## config.mk

```make
export PLATFORM = sky130hd
export DESIGN_NAME = enc_trig_sched
export DESIGN_NICKNAME = d
export VERILOG_FILES = /design/src/rtl/enc_trig_sched.sv
export SDC_FILE = /design/constraint.sdc
export NUM_CORES = 1
export LEC_CHECK = 0
export CAP_MARGIN = 0
export CORE_UTILIZATION = 25
export CTS_CLUSTER_DIAMETER = 60
export DETAILED_ROUTE_END_ITERATION = 16
export SLEW_MARGIN = 25
export SYNTH_ARGS = -nofsm -noshare
export SYNTH_HDL_FRONTEND = slang
export SYNTH_SLANG_ARGS = --single-unit
```

## constraint.sdc

```tcl
create_clock -name clk -period 8.7 [get_ports clk]
set_clock_uncertainty 0.15 [all_clocks]
set_input_delay 1.74 -clock clk [delete_from_list [all_inputs] [get_ports clk]]
set_output_delay 1.74 -clock clk [all_outputs]
set_load 0.05 [all_outputs]
```

## src/rtl/enc_trig_sched.sv

```systemverilog
// Distance-based acquisition trigger scheduler fed by the encoder position path.
// Optional build: define ENC_TRIG_FWD_ONLY_EN to trigger on forward travel only.
module enc_trig_sched #(
    parameter int PULSE_W = 8,
    parameter int MISS_W  = 16
) (
    input  logic              clk,
    input  logic              rst,
    input  logic              i_enable,
    input  logic [15:0]       i_step,
    input  logic [31:0]       i_pos,
    input  logic              i_pos_valid,
    input  logic              i_acq_busy,
    output logic              o_trig,
    output logic [31:0]       o_trig_cnt,
    output logic [MISS_W-1:0] o_missed,
    output logic [1:0]        o_state
);

    typedef enum logic [1:0] {
        S_IDLE = 2'd0,
        S_ARM  = 2'd1,
        S_WAIT = 2'd2,
        S_FIRE = 2'd3
    } state_t;

    localparam logic [7:0] PULSE_LAST = 8'(PULSE_W);

    state_t      state;
    logic [31:0] pos_q;
    logic [31:0] anchor;
    logic [15:0] step_q;
    logic [7:0]  pulse_cnt;

    logic [31:0] delta;
    logic [31:0] mag;
    logic [31:0] step_ext;
    logic        crossing;
    logic        fwd;
    logic        counts;

    // Negating 0x80000000 yields 0x80000000, which read as unsigned is exactly 2^31.
    always_comb begin
        delta    = pos_q - anchor;
        mag      = delta[31] ? (~delta + 32'd1) : delta;
        step_ext = {16'd0, step_q};
        crossing = (mag >= step_ext);
        fwd      = ~delta[31];
`ifdef ENC_TRIG_FWD_ONLY_EN
        counts   = fwd;
`else
        counts   = 1'b1;
`endif
    end

    always_ff @(posedge clk) begin
        if (rst) begin
            state      <= S_IDLE;
            pos_q      <= 32'd0;
            anchor     <= 32'd0;
            step_q     <= 16'd0;
            pulse_cnt  <= 8'd0;
            o_trig     <= 1'b0;
            o_trig_cnt <= 32'd0;
            o_missed   <= '0;
        end else begin
            if (i_pos_valid)
                pos_q <= i_pos;

            if (state != S_IDLE && !i_enable) begin
                state  <= S_IDLE;
                o_trig <= 1'b0;
            end else begin
                case (state)
                    S_IDLE: begin
                        o_trig <= 1'b0;
                        if (i_enable && i_step != 16'd0)
                            state <= S_ARM;
                    end
                    S_ARM: begin
                        step_q     <= i_step;
                        anchor     <= pos_q;
                        o_trig_cnt <= 32'd0;
                        o_missed   <= '0;
                        // A zero step here would cross every cycle, so fall back to IDLE.
                        state      <= (i_step == 16'd0) ? S_IDLE : S_WAIT;
                    end
                    S_WAIT: begin
                        if (crossing) begin
                            anchor <= fwd ? (anchor + step_ext) : (anchor - step_ext);
                            if (counts) begin
                                if (i_acq_busy) begin
                                    if (o_missed != {MISS_W{1'b1}})
                                        o_missed <= o_missed + 1'b1;
                                end else begin
                                    state      <= S_FIRE;
                                    o_trig     <= 1'b1;
                                    o_trig_cnt <= o_trig_cnt + 32'd1;
                                    pulse_cnt  <= 8'd1;
                                end
                            end
                        end
                    end
                    S_FIRE: begin
                        if (pulse_cnt >= PULSE_LAST) begin
                            state  <= S_WAIT;
                            o_trig <= 1'b0;
                        end else begin
                            pulse_cnt <= pulse_cnt + 8'd1;
                        end
                    end
                    default: state <= S_IDLE;
                endcase
            end
        end
    end

    assign o_state = state;

endmodule

```

## After elaboration in Yosys (flattened, before gate mapping)

Cells that the tools add are included.
W data, S select, Z words.

- Register bits after elaboration: 139
- Bits of input ports: 53
- Output and inout bits: 51
- Logic and storage cells: 73

- Add/subtract/negate cells: 7
- Magnitude comparators: 2
- Eq/ne operators: 11
- Muxes and demuxes: 25
- Bitwise gates (word level): 2
- Reductions and logical operators: 18

Operators with widths:

| kind | count |
|---|---|
| $mux W32 | 5 |
| $pmux W32 S2 | 2 |
| $add A32 B1 Y32 const B | 2 |
| $mux W16 | 3 |
| $add A32 B16 Y32 | 1 |
| $ge A32 B16 Y1 | 1 |
| $not A32 Y32 | 1 |
| $pmux W16 S2 | 1 |
| $sub A32 B16 Y32 | 1 |
| $sub A32 B32 Y32 | 1 |
| $mux W8 | 3 |
| $add A16 B1 Y16 const B | 1 |
| $logic_not A16 Y1 | 1 |
| $ne A16 B16 Y1 const B | 1 |
| $pmux W8 S2 | 1 |
| $reduce_bool A16 Y1 | 1 |
| $ne A2 B2 Y1 const B | 7 |
| $reduce_and A4 Y1 | 3 |
| $mux W2 | 5 |
| $reduce_and A5 Y1 | 2 |
| $add A8 B1 Y8 const B | 1 |
| $ge A8 B4 Y1 const B | 1 |
| $pmux W2 S4 | 1 |
| $reduce_bool A2 Y1 | 3 |
| 12 further kinds | 16 |

## Logic depth before layout (Yosys ltp)

- Depth after elaboration: 7
- Depth in mapped cells: 31
- Depth with buffers taken out: 26

## Least setup slack after synthesis

OpenSTA, ideal clock, no wires.

- Kind: reg2reg
- Start point: reg anchor[9]
- End point: reg o_missed[3]
- Library setup time: 0.088 ns
- Arrival: 5.819 ns
- Required time: 8.462 ns
- Path slack: 2.643 ns
- Stages on the path, launching flop included: 31
- Buffers on the path: 6
- Clock period less this slack: 6.057 ns
- Cell sequence: dfxtp_1 > inv_1 > ha_1 > buf_6 > o21a_1 > o21a_1 > a41o_1 > nor3b_2 > a21oi_2 > a21oi_1 > xnor2_1 > buf_2 > clkbuf_1 > clkbuf_1 > nor2_1 > xnor2_1 > ha_1 > a21o_1 > a21o_1 > a21o_1 > a21o_1 > a211o_1 > a21oi_1 > o2111ai_1 > and4b_1 > nand4_2 > and2_1 > buf_2 > buf_6 > a211o_1 > o31ai_1

- Word-level cells in the longest chain between the ends: 7

Ends and longest elaborated chain:

| item | line | source |
|---|---|---|
| start: declaration | 31 | `logic [31:0] anchor;` |
| start signal: assignment | 82 | `anchor <= pos_q;` |
| start signal: assignment | 90 | `anchor <= fwd ? (anchor + step_ext) : (anchor - step_ext);` |
| $sub A32 B32 Y32 (*) | 44 | `delta = pos_q - anchor;` |
| $not A32 Y32 | 45 | `mag = delta[31] ? (~delta + 32'd1) : delta;` |
| $add A32 B1 Y32 | 45 |  |
| $mux W32 (*) | 45 |  |
| $ge A32 B16 Y1 (*) | 47 | `crossing = (mag >= step_ext);` |
| $ne A2 B2 Y1 (no line) (*) | n/a |  |
| $reduce_and A5 Y1 (no line) (*) | n/a |  |
| end signal: assignment | 94 | `o_missed <= o_missed + 1'b1;` |
| end: declaration | 16 | `output logic [MISS_W-1:0] o_missed,` |

Mark *: on every way between the ends. The rest lies on a longest branch, timed or not.
A chain may end at the register's enable or synchronous reset.

## Final worst setup path

- Start point: reg anchor[12]
- End point: reg o_missed[1]

Same word-level chain as after synthesis.

==> run_results.csv <==
group,metric,value,unit
run_status,outcome,"complete, but fails checks",
run_status,violations,"DRC",
synth,synth_ff_type,"dfxtp_1",
route,final_antenna_net_count,0,
die,dieArea,48500,µm²
final_layout,register_area,2780,µm²
route,route.detailed.drc,2,
final_layout,fillers,4993,
sta,setup_violations,0,
route,wl_met1,17200,µm
sta,hold_violations,0,
final_layout,antenna_cells,0,
route,top_layer,"met4",
clock_tree,clk_pin_slew,0.07,ns
clock_tree,cts_buffers,17,
grt,grt-ovfl-total,0,
clock_tree,worstSkewPairLatency,0.44,ns
synth,synth_seq_area_share,23.4,%
sta,worst_pin_slew,0.956,ns
placed_design,io_buffers,103,
sta,holdWs,0.297,ns
synth,synth_common_cells,"149 x nor2_1, 148 x nand2_1, 139 x dfxtp_1, 111 x a21oi_1, 90 x ha_1",
placed_design,pre_cts_ws,1.95,ns
clock_tree,cts_max_path_buffers,2,
pwr,seq_power_share,20.2,%
clock_tree,clk_root_buffer_cell,"clkbuf_16",
hold_path,hold_path.class,"reg -> reg",
worst_setup_path,arrival,6.97,ns
worst_setup_path,startpoint,"anchor[12]",
synth,syn-instance-count,1539,
grt,grt_pass1_vias,11100,
final_layout,area_growth,17.5,%
final_layout,layout-drive-gt1-share,7.66,%
route,vias,11500,
route,drt_wl_total,36000,µm
clock_tree,cts.repair.resized,0,
synth,synth.net_count,1684,
clock_tree,hold_buffers,0,
clock_tree,cts_tree,"built",
sta,fin_crit_sh,77.9,%
pwr,p_sw_share,45.6,%
final_layout,num-nets-final,1738,
synth,synth-seq-cells,139,
synth,postSynthAreaPerCell,7.73,µm²
worst_setup_path,critPathMaxFanout,37,
sta,max_slew_margin,36.3,%
clock_tree,cts_setup_buffers,0,
die,start_util,25.4,%
synth,synth_edf_count,0,
route,routed-wl-met2,16500,µm
final_layout,multi_input_area,8440,µm²
grt,grt_max_degree,69,
route,dr.first_iter.drc_count,677,
pwr,finalPower,3.54,mW
synth,synthArstFlopShare,0,%
pwr,switching_power,1.61,mW
pwr,p_int,1.93,mW
synth,synth_top_area_share,23.4,%
synth,synthesis.area,11900,µm²
route,route.met3.wl,1770,µm
sta,slew_violations,0,
route,wl_per_cell,16.3,µm
sta,rsz0062_at_grt,"false",
synth,yosysUniqueCellTypes,104,
die,coreArea,46800,µm²
grt,track_usage,15.1,%
die,num_rows,79,
worst_setup_path,required,8.89,ns
worst_setup_path,worst-setup-path-type,"reg -> reg",
job,cap_viol_max_count,0,
worst_setup_path,critPathCaptureType,"register",
clock_tree,htree_levels,4,
pwr,combPwrFrac,59.3,%
placed_design,dp_cells,2181,
sta,fmax,0.148,GHz
die,die_w,220,µm
pwr,ir_drop,0.164,mV
hold_path,hp-start,"pulse_cnt[5]",
clock_tree,clock-sinks,139,
synth,yosysMostFrequentCell,"nor2_1",
worst_setup_path,r2r-start,"anchor[12]",
worst_setup_path,start_kind,"register",
die,pin_count,104,
sta,tns,0,ns
die,fp.dieH,220,µm
grt,antenna_found_initial,0,
pwr,p_per_area,253,nW/µm²
final_layout,finalNonFillerCells,2213,
grt,grt_pass1_wl,58800,µm
route,viasPerCell,5.21,
sta,min_period,6.78,ns
sta,worst_slack,1.92,ns
synth,synth_top_cell_by_area,"dfxtp_1",
synth,yosysWarnings,0,
pwr,leakagePower,5.15,nW
placed_design,dp_hpwl,27000,µm
placed_design,gp_congestion,0.880,
route,firstDrtPassIters,11,
pwr,power_frac_clock,20.6,%
synth,synth.area.top_cells,"dfxtp_1 23%, ha_1 9.5%, mux2i_1 5.6%, nor2_1 4.7%, a21oi_1 4.7%",
==> worst max-delay path: stages, from the launching register on <==
cell and delay (ns):
dfxtp_1 0.37, inv_1 0.06, ha_1 0.44, a21oi_1 0.24, o21ai_0 0.14, a211oi_1 0.19
o21ai_1 0.24, a21oi_2 0.27, a21oi_1 0.16, xnor2_2 0.60, buf_4 0.46, a31oi_1 0.10
xor2_1 0.17, ha_1 0.30, a21o_1 0.18, a21o_1 0.17, a21oi_1 0.14, o21ai_0 0.10
a21oi_1 0.19, o2111ai_1 0.14, and4b_1 0.32, nand4_2 0.33, nand2_1 0.79, nor2_1 0.16
o32ai_1 0.27
==> path summary, 6_finish.rpt <==
kind	depth (start not counted)	to	slack (ns)
worst max-delay path	24	o_missed[1]	1.92
worst min-delay path	2	pulse_cnt[5]	0.30
worst max register to register	24	o_missed[1]	1.92
worst min register to register	2	pulse_cnt[5]	0.30
==> placed cells by master, fill, tap and decap left out, types with 14 or more instances in the layout <==
master           netlist  layout
a211oi_1              16      16
a211oi_2              20      20
a21o_1                31      31
a21oi_1              111     111
a31oi_1               27      27
and3_1                15      15
clkbuf_16              0      17
clkdlybuf4s50_1        0     101
dfxtp_1              139     139
ha_1                  90      89
inv_1                 89      89
mux2i_1               67      67
nand2_1              148     148
nand3_1               52      52
nand4_1               30      30
nor2_1               149     148
nor3_1                33      33
o211ai_1              22      22
o21a_1                16      16
o21ai_0               79      78
o31ai_1               14      14
or3_1                 21      21
xnor2_1               54      53
xor2_1                27      27
==> registers in the layout, summed over array words and instances, names as in the netlist <==
| name | count |
|---|---|
| anchor | 32 |
| o_trig_cnt | 32 |
| pos_q | 32 |
| o_missed | 16 |
| step_q | 16 |
| pulse_cnt | 8 |
| o_state | 2 |
| o_trig | 1 |
==> power by group through the flow <==
stage	registers [mW]	clock network, mW	logic, mW
2_1_floorplan	0.717	0	1.63
3_3_place_gp	0.727	0	2.03
3_5_place_dp	0.728	0	2.06
4_1_cts	0.715	0.745	2.08
5_1_grt	0.720	0.769	2.34
6_report	0.715	0.728	2.10
==> cell families after synthesis <==
kind of cell	Yosys count	share of synthesized area [%]
xor+xnor	82	6.10
simple gates	565	24.0
compound gates	428	25.1
fa+ha+maj	92	9.80
mux	68	5.73
buf+inv	165	5.83
flops	139	23.4
==> layout make-up <==
class	instances	share of cell area [%]
multi-input cells	1235	60.4
flip-flops and latches	139	19.9
clock inverters	13	0.922
inverters	89	2.39
repair buffers	111	7.77
well taps	607	5.43
clock buffers	19	3.17
==> layer usage <==
| metal | up-vias | GRT usage [%] |
|---|---|---|
| met5 | - | 0 |
| met1 | 5520 | 20.0 |
| met4 | 0 | 4.00 |
| li1 | 5706 | - |
| met3 | 27 | 2.85 |
| met2 | 280 | 25.0 |
==> metrics by stage <==
stage | area, µm² | utilization [%]
2_1_floorplan | 11900 | -
3_3_place_gp | 13400 | 28.6
3_5_place_dp | 13400 | 28.7
4_1_cts | 14000 | 29.9
5_1_grt | 14000 | 29.9
6_report | 14000 | 29.9
Note: power is estimated with default switching activity, not from simulation.
